$ cat src/rtl/morra_cinese_param.sv
`default_nettype none
// ============================================================================
// Module   : morra_cinese_param
// Brief    : Parametrised rock-paper-scissors referee, one manche per clock.
// Revision : 1.0 - initial release
// ============================================================================
module morra_cinese_param #(
    parameter int CNT_W      = 5,
    parameter int MIN_MANCHE = 4,
    parameter int MAX_BASE   = 4,
    parameter int LEAD_WIN   = 2
) (
    input  logic             clk,
    input  logic             rst_n,
    input  logic             INIZIO,
    input  logic [1:0]       PRIMO,
    input  logic [1:0]       SECONDO,
    output logic [1:0]       MANCHE,
    output logic [1:0]       PARTITA,
    output logic             IN_CORSO,
    output logic [CNT_W-1:0] NUM_MANCHE,
    output logic [CNT_W:0]   VANTAGGIO
);

    localparam logic [0:0] IDLE  = 1'b0;
    localparam logic [0:0] GIOCO = 1'b1;

    localparam logic [CNT_W-1:0] C_MIN_MANCHE = CNT_W'(MIN_MANCHE);
    localparam logic [CNT_W-1:0] C_MAX_BASE   = CNT_W'(MAX_BASE);
    localparam logic [CNT_W:0]   C_LEAD_WIN   = (CNT_W+1)'(LEAD_WIN);
    localparam logic [CNT_W:0]   C_ONE        = (CNT_W+1)'(1);

    logic [0:0]       r_state;
    logic [CNT_W-1:0] r_max;
    logic [1:0]       r_prev_win;
    logic [1:0]       r_prev_move;

    logic             w_p1_beats;
    logic             w_repeat;
    logic [1:0]       w_res;
    logic [CNT_W-1:0] w_num_next;
    logic [CNT_W:0]   w_vant_next;
    logic [CNT_W:0]   w_vant_abs;
    logic [1:0]       w_sign_res;
    logic [1:0]       w_end_res;

    always_comb begin
        w_p1_beats = (PRIMO == 2'b10 && SECONDO == 2'b01) ||
                     (PRIMO == 2'b01 && SECONDO == 2'b11) ||
                     (PRIMO == 2'b11 && SECONDO == 2'b10);
        // The last winner may not replay the move it just won with.
        w_repeat   = (r_prev_win == 2'b01 && PRIMO   == r_prev_move) ||
                     (r_prev_win == 2'b10 && SECONDO == r_prev_move);

        w_res = 2'b00;
        if (PRIMO != 2'b00 && SECONDO != 2'b00 && !w_repeat) begin
            if (PRIMO == SECONDO) begin
                w_res = 2'b11;
            end else if (w_p1_beats) begin
                w_res = 2'b01;
            end else begin
                w_res = 2'b10;
            end
        end

        w_num_next  = NUM_MANCHE + 1'b1;
        w_vant_next = VANTAGGIO;
        if (w_res == 2'b01) begin
            w_vant_next = VANTAGGIO + C_ONE;
        end else if (w_res == 2'b10) begin
            w_vant_next = VANTAGGIO - C_ONE;
        end

        w_vant_abs = w_vant_next[CNT_W] ? (~w_vant_next + C_ONE) : w_vant_next;

        if (w_vant_next == '0) begin
            w_sign_res = 2'b11;
        end else if (w_vant_next[CNT_W]) begin
            w_sign_res = 2'b10;
        end else begin
            w_sign_res = 2'b01;
        end

        // End check evaluated on post-update values of a counted manche only.
        w_end_res = 2'b00;
        if (w_res != 2'b00) begin
            if (w_num_next >= C_MIN_MANCHE && w_vant_abs >= C_LEAD_WIN) begin
                w_end_res = w_sign_res;
            end else if (w_num_next == r_max) begin
                w_end_res = w_sign_res;
            end
        end
    end

    always_ff @(posedge clk) begin
        if (!rst_n) begin
            r_state     <= IDLE;
            r_max       <= '0;
            r_prev_win  <= 2'b00;
            r_prev_move <= 2'b00;
            MANCHE      <= 2'b00;
            PARTITA     <= 2'b00;
            NUM_MANCHE  <= '0;
            VANTAGGIO   <= '0;
        end else if (INIZIO) begin
            r_state     <= GIOCO;
            r_max       <= C_MAX_BASE + {{(CNT_W-4){1'b0}}, PRIMO, SECONDO};
            r_prev_win  <= 2'b00;
            r_prev_move <= 2'b00;
            MANCHE      <= 2'b00;
            PARTITA     <= 2'b00;
            NUM_MANCHE  <= '0;
            VANTAGGIO   <= '0;
        end else if (r_state == GIOCO) begin
            MANCHE  <= w_res;
            PARTITA <= w_end_res;
            if (w_res != 2'b00) begin
                NUM_MANCHE <= w_num_next;
                VANTAGGIO  <= w_vant_next;
                if (w_res == 2'b11) begin
                    r_prev_win <= 2'b00;
                end else begin
                    r_prev_win  <= w_res;
                    r_prev_move <= (w_res == 2'b01) ? PRIMO : SECONDO;
                end
            end
            if (w_end_res != 2'b00) begin
                r_state <= IDLE;
            end
        end else begin
            MANCHE  <= 2'b00;
            PARTITA <= 2'b00;
        end
    end

    assign IN_CORSO = (r_state == GIOCO);

endmodule
`default_nettype wire

$ cat config.mk
export PLATFORM = sky130hd
export DESIGN_NAME = morra_cinese_param
export DESIGN_NICKNAME = d
export VERILOG_FILES = /design/src/rtl/morra_cinese_param.sv
export SDC_FILE = /design/constraint.sdc
export NUM_CORES = 1
export LEC_CHECK = 0
export ABC_AREA = 1
export CAP_MARGIN = 10
export CORE_ASPECT_RATIO = 0.7
export CORE_MARGIN = 3
export CORE_UTILIZATION = 45
export CTS_BUF_LIST = sky130_fd_sc_hd__clkbuf_4
export CTS_CLUSTER_SIZE = 14
export DETAILED_ROUTE_END_ITERATION = 10
export GPL_ROUTABILITY_DRIVEN = 0
export PLACE_DENSITY = 0.7
export RECOVER_POWER = 100
export SLEW_MARGIN = 20
export SYNTH_ARGS = -nofsm -noshare
export SYNTH_HDL_FRONTEND = slang
export SYNTH_SLANG_ARGS = --single-unit
$ cat constraint.sdc
create_clock -name clk -period 2.4 [get_ports clk]
set_clock_uncertainty 0.15 [all_clocks]
set_input_delay 0.48 -clock clk [delete_from_list [all_inputs] [get_ports clk]]
set_output_delay 0.48 -clock clk [all_outputs]
set_load 0.01 [all_outputs]
Word-level counts from Yosys, hierarchy flattened. Index checks and enable logic that the tools add are counted. W data, S select, Z words.

$add $sub $neg: 5. Magnitude comparators: 2. Equality and inequality tests: 15. Muxes and demuxes: 16. Bitwise operators: 4. Reduce and logical (&&, ||, !) cells: 21.

Operators by type and width (count): $mux W2 (10); $mux W6 (3); $eq A2 B2 Y1 const B (7); $add A6 B1 Y6 const B (2); $eq A2 B1 Y1 const B (4); $logic_and A1 B1 Y1 (8); $reduce_bool A2 Y1 (4); $eq A2 B2 Y1 (3); $ge A6 B2 Y1 const B (1); $logic_not A6 Y1 (1); $not A6 Y6 (1); $sub A6 B1 Y6 const B (1); $add A3 B4 Y5 const A (1); $add A5 B1 Y5 const B (1); $eq A5 B5 Y1 (1); $ge A5 B3 Y1 const B (1); $logic_or A1 B1 Y1 (3); $mux W1 (3); $not A1 Y1 (3); $reduce_and A3 Y1 (1); $reduce_or A3 Y1 (1); $reduce_and A2 Y1 (1); $reduce_or A2 Y1 (1); $logic_not A1 Y1 (1).

Register bits: 25. Input port bits: 7. Output and inout bits: 16. Word-level logic and storage cells: 71.

Logic depth before layout (Yosys ltp).
Depth in word-level cells: 21. Gate-level depth with buffers: 21. Gate-level depth less buffers: 21.

Worst setup path before layout. Ideal clock, no wire load.

Kind: input port to flip-flop. Start: input PRIMO[0]. End: register r_state, in the netlist IN_CORSO. Library setup time: 0.066 ns. Arrival: 2.216 ns. Data required time: 2.184 ns. Path slack: -0.032 ns. Stages: 20. Path buffers: 0. Cell sequence: inv_1 ha_1 o21bai_1 nor2_8 nand2_4 inv_4 nand2_4 nor2_4 inv_2 nand2_2 nor2_1 nand2_1 nand2_1 a21oi_2 nand2_1 nand2_1 nand2_1 nand2_2 nand2_2 a21oi_2.

Word-level cells in the longest chain between the ends: 21. Elaborated cells between the ends (all ways): 39. Classes of those cells: add/sub (1); order compare (1); eq/ne (7); mux (14); bitwise (1); reduce/logical (15).

RTL lines: from (decl) (RTL line 16) `input logic [1:0] PRIMO,`; $eq A2 B2 Y1 or $eq A2 B1 Y1 (tied branches) (RTL line 48, 49); $logic_and A1 B1 Y1 (on tied branches) (RTL line 48, 49); $logic_or A1 B1 Y1 (RTL line 48) `w_p1_beats = (PRIMO == 2'b10 && SECONDO == 2'b01) ||`; $logic_or A1 B1 Y1 (RTL line 49) `(PRIMO == 2'b01 && SECONDO == 2'b11) ||`; $mux W2 (RTL line 59) `end else if (w_p1_beats) begin`; $mux W2 (RTL line 57) `if (PRIMO == SECONDO) begin`; $mux W2 * (RTL line 56) `if (PRIMO != 2'b00 && SECONDO != 2'b00 && !w_repeat) begin`; $eq A2 B2 Y1 (RTL line 70) `end else if (w_res == 2'b10) begin`; (+5 left out); $ge A6 B2 Y1 (RTL line 87) `if (w_num_next >= C_MIN_MANCHE && w_vant_abs >= C_LEAD_WIN) begin`; $logic_and A1 B1 Y1 (RTL line 87); $mux W2 (RTL line 87); $mux W2 * (RTL line 86) `if (w_res != 2'b00) begin`; $reduce_bool A2 Y1 * (RTL line 127) `if (w_end_res != 2'b00) begin`; $mux W1 * (RTL line 127); $mux W1 * (RTL line 114) `end else if (r_state == GIOCO) begin`; $mux W1 * (RTL line 105) `end else if (INIZIO) begin`; to (signal assigned) (RTL line 97) `r_state <= IDLE;`; to (signal assigned) (RTL line 106) `r_state <= GIOCO;`; to (signal assigned) (RTL line 128) `r_state <= IDLE;`; to (decl) (RTL line 33) `logic [0:0] r_state;`.

Mark *: on every way between the ends. The rest lies on a longest branch, timed or not. A chain may end at the register's enable or synchronous reset.

Worst setup path in the final report.
Start: input SECONDO[0]. End: register PARTITA[1].

Word-level cells in the longest chain between the ends: 17. Elaborated cells between the ends (all ways): 35. Classes of those cells: add/sub (1); order compare (1); eq/ne (7); mux (11); bitwise (1); reduce/logical (14).

RTL lines: from (decl) (RTL line 17) `input logic [1:0] SECONDO,`; $eq A2 B1 Y1 or $eq A2 B2 Y1 (tied branches) (RTL line 48, 49); $logic_and A1 B1 Y1 (on tied branches) (RTL line 48, 49); $logic_or A1 B1 Y1 (RTL line 48); $logic_or A1 B1 Y1 (RTL line 49); $mux W2 (RTL line 59); $mux W2 (RTL line 57); $mux W2 * (RTL line 56); $eq A2 B2 Y1 (RTL line 70); $mux W6 (RTL line 70); $mux W6 (RTL line 68) `if (w_res == 2'b01) begin`; $not A6 Y6 (RTL line 74) `w_vant_abs = w_vant_next[CNT_W] ? (~w_vant_next + C_ONE) : w_vant_next;`; $add A6 B1 Y6 (RTL line 74); $mux W6 (RTL line 74); $ge A6 B2 Y1 (RTL line 87); $logic_and A1 B1 Y1 (RTL line 87); $mux W2 (RTL line 87); $mux W2 * (RTL line 86); to (signal assigned) (RTL line 116) `PARTITA <= w_end_res;`; to (decl) (RTL line 19) `output logic [1:0] PARTITA,`.

Marked as above.

==> results.py <==
metrics = {
    "yosys": {
        "yosys-top-cells-area": "dfxtp_1 28%, nand2_1 10%, inv_1 6.6%",
        "synth_common_cells": "50 x nand2_1, 32 x inv_1, 25 x dfxtp_1, 19 x nor2_1, 19 x o21ai_0",
        "synth_area_um2": 1820,
        "synth_flop_cell": "dfxtp_1",
        "synth_area_leader_cell": "dfxtp_1",
        "synth-simple-area-share_pct": 36.3,
        "synth-compound-area-share_pct": 14.5,
        "seq_area_frac_synth_pct": 27.5,
        "synthMuxAreaShare_pct": 0,
        "syn_inst": 257,
        "synthArstFlopShare_pct": 0,
        "synth_fa_ha_area_share_pct": 5.51,
        "synth.top_cell.area_share_pct": 27.5,
        "yosysMostFrequentCell": "nand2_1",
        "synth_xor_area_share_pct": 6.74,
        "yosysUniqueCellTypes": 34,
        "yosys_warnings": 0,
        "synth_top_family_by_area": "simple AND/OR/NAND/NOR gates",
        "postSynthAreaPerCell_um2": 7.07,
        "synth_edf_count": 0,
        "ys_seq_elements": 25,
        "synth_nets": 272,
    },
    "worst_setup_path": {
        "critPathMaxStageDelay_ns": 0.19,
        "ff2ff_setup_slack_ns": 0.07,
        "cp-start-kind": "input port",
        "r2r-end": "IN_CORSO$_SDFF_PN0_",
        "crit_required_ns": 2.54,
        "worstPathCellList": "clkbuf_2 > inv_2 > nand2_1 > nand3_2 > nor2_4 > nor2_8 > nand3_2 > nand2_1 > nand2_1 > inv_1 > nand2_1 > nor2_1 > nand2_2 > nand2_2 > a21oi_2 > nand2_1 > nand2_1 > nand2_1 > nand2_2 > nor3b_2",
        "setup.worst_path.end": "PARTITA[1]$_SDFF_PP0_",
        "startpoint": "SECONDO[0]",
        "crit_path_end_kind": "flop",
        "worstSetupPathType": "in -> reg",
        "cp_max_fo": 8,
        "rr_worst_depth": 17,
        "timing.critical_path.mode_cell": "nand2_1",
        "cp_slowest_cell": "nor2_8",
        "crit_arrival_ns": 2.48,
        "r2r-start": "VANTAGGIO[1]$_SDFFE_PP0P_",
    },
    "timing": {
        "setup_violations": 0,
        "final.setup.tns_ns": 0,
        "rsz0062_at_grt": "yes",
        "hold_viol_final": 0,
        "post-route-min-period_ns": 2.34,
        "maxSlewViolCount": 0,
        "slew_headroom_pct": 74.6,
        "worst_slew_pin_slew_ns": 0.381,
        "max_freq_mhz": 427,
        "post-route-period-util_pct": 97.5,
    },
    "detailed_routing": {
        "routed_wl_mm": 5.01,
        "viasPerCell": 5.10,
        "ant_nets": 0,
        "dr.pass1.iters": 5,
        "drcViolationCount": 0,
        "vias": 1903,
        "wl_per_cell_um": 13.4,
        "drtIter0Drc": 139,
    },
    "cts": {
        "cts_tree": "built",
        "htreeDepth": 1,
        "clockRootBuffer": "clkbuf_4",
        "clk_path_buf_depth": 2,
        "clkSinkCount": 25,
        "clk_pin_slew_ns": 0.15,
        "cts_made_buffers": 3,
        "clk_latency_ns": 0.34,
    },
    "hold_path": {
        "hold_path_class": "in -> reg",
    },
    "power": {
        "ir_drop_uv": 342,
        "total_power_mw": 1.12,
        "cellLeakagePower_nw": 1.23,
        "power.switching_uw": 411,
        "pwr-share-seq_pct": 40.4,
        "comb_power_share_pct": 40.0,
        "internal-power_uw": 705,
        "p_per_area_nw_per_um2": 426,
        "power.share.switching_pct": 36.8,
        "power.clock.fraction_pct": 19.6,
    },
    "die": {
        "dieArea_um2": 4850,
        "coreArea_um2": 3690,
        "rows": 18,
        "die_h_um": 59.2,
        "die_width_um": 82.0,
        "ios": 23,
        "start_util_pct": 49.2,
    },
    "cells_and_area": {
        "seqCellArea_um2": 503,
        "fillers": 319,
        "drive_gt1_share_pct": 35.9,
        "finalNonFillerCells": 373,
        "antenna_cells": 0,
        "area_growth_pct": 44.2,
        "multi_input_area_um2": 1310,
        "nNetsFinal": 339,
    },
    "place": {
        "dp.final_hpwl_mm": 3.54,
        "place_inst": 354,
        "portBuffers": 22,
    },
    "global_route": {
        "grt_pass1_vias": 1654,
        "grt_start_max_net_pins": 17,
        "grt_overflow_total": 0,
        "antenna_found_initial": 0,
        "grt_pass1_wl_mm": 7.75,
        "grtUsageTotal_pct": 20.8,
    },
    "flow_run": {
        "drv_cap": 0,
    },
    "status": {
        "status": "finished, final reports clean",
    },
}
[logic make-up after synthesis]
family | after synthesis
AND/OR/NAND/NOR | 119
AO/OA/AOI/OAI | 47
buffers and inverters | 44
flip-flops | 25
XOR/XNOR | 14
adder cells (fa/ha/maj) | 8
[power by group through the flow]
stage	registers, mW	logic [mW]	clock network (mW)
4_1_cts	0.451	0.383	0.225
5_1_grt	0.454	0.487	0.238
3_3_place_gp	0.459	0.362	0
6_report	0.451	0.447	0.218
2_1_floorplan	0.458	0.228	0
3_5_place_dp	0.459	0.364	0
[cells in the final DEF (no fill, tap or decap), types with 5 or more instances in the layout]
cell / netlist / layout
nand3_4: 1 / 6
nor2_4: 3 / 5
nor2_1: 19 / 19
nand4_1: 7 / 7
inv_1: 32 / 27
a21oi_1: 18 / 17
nand3_1: 13 / 8
o21ai_0: 19 / 19
dfxtp_1: 25 / 23
nand2_2: 6 / 15
buf_4: 0 / 42
dlygate4sd3_1: 0 / 6
inv_2: 5 / 8
ha_1: 8 / 5
xor2_1: 13 / 13
clkdlybuf4s50_1: 0 / 12
nand2_1: 50 / 41
[cell type report]
class / instances / area share (%)
multi-input combinational: 188 / 50.0
inverter: 39 / 5.97
clock buffer: 3 / 0.859
clock inverter: 1 / 0.334
sequential: 25 / 19.2
timing repair buffer: 67 / 21.3
tap: 50 / 2.39
[critical path, delay by kind of cell]
family                 cells  cell delay [ns]
AO/OA/AOI/OAI              1             0.05
buffers and inverters      3             0.42
AND/OR/NAND/NOR           16             1.52
[per-stage QoR]
step	cell area, um^2	util, %	worst slack (ns)	hold WS, ns
3_5_place_dp	2310	62.5	-0.818	0.324
3_3_place_gp	2310	62.5	-0.782	0.320
4_1_cts	2400	65.1	0.00249	0.201
2_1_floorplan	1820	-	0.0154	0.306
6_report	2620	71.0	0.0608	0.242
5_1_grt	2620	71.0	-0.103	0.227
[layer usage]
metal,part of all wire (%),up-vias,global-route usage (%)
met2,44,67,30.5
met5,0,-,0
met1,49,863,31.6
li1,-,967,-
met3,5.9,6,3.50
met4,0.98,0,4.50
[registers in the layout, indices dropped and copies added (netlist names)]
signal       cells
PARTITA          2
r_prev_win       2
NUM_MANCHE       5
r_max            5
MANCHE           2
VANTAGGIO        6
IN_CORSO         1
r_prev_move      2
[how the worst min path moves through the flow]
stage,cells after the start,to,slack (ns),startpoint
after global routing,3,r_max[2]$_SDFFE_PN0P_,0.23,PRIMO[0]
after global placement,2,r_prev_win[1]$_SDFFE_PP0P_,0.32,r_prev_win[1]$_SDFFE_PP0P_
after CTS,2,r_max[2]$_SDFFE_PN0P_,0.20,PRIMO[0]
after detailed placement,2,r_prev_win[1]$_SDFFE_PP0P_,0.32,r_prev_win[1]$_SDFFE_PP0P_
after floorplan,2,r_prev_win[1]$_SDFFE_PP0P_,0.31,r_prev_win[1]$_SDFFE_PP0P_
final,3,r_max[2]$_SDFFE_PN0P_,0.24,PRIMO[0]
[timing repair]
action | 4_1_cts | 5_1_grt
endpoints found under the setup margin | 9 | 8
resized for setup | 22 | 41
pin swaps | 8 | 29
setup buffers | 3 | 12
hold buffers | 0 | 0
No activity file was read; power rests on OpenSTA's default activity.
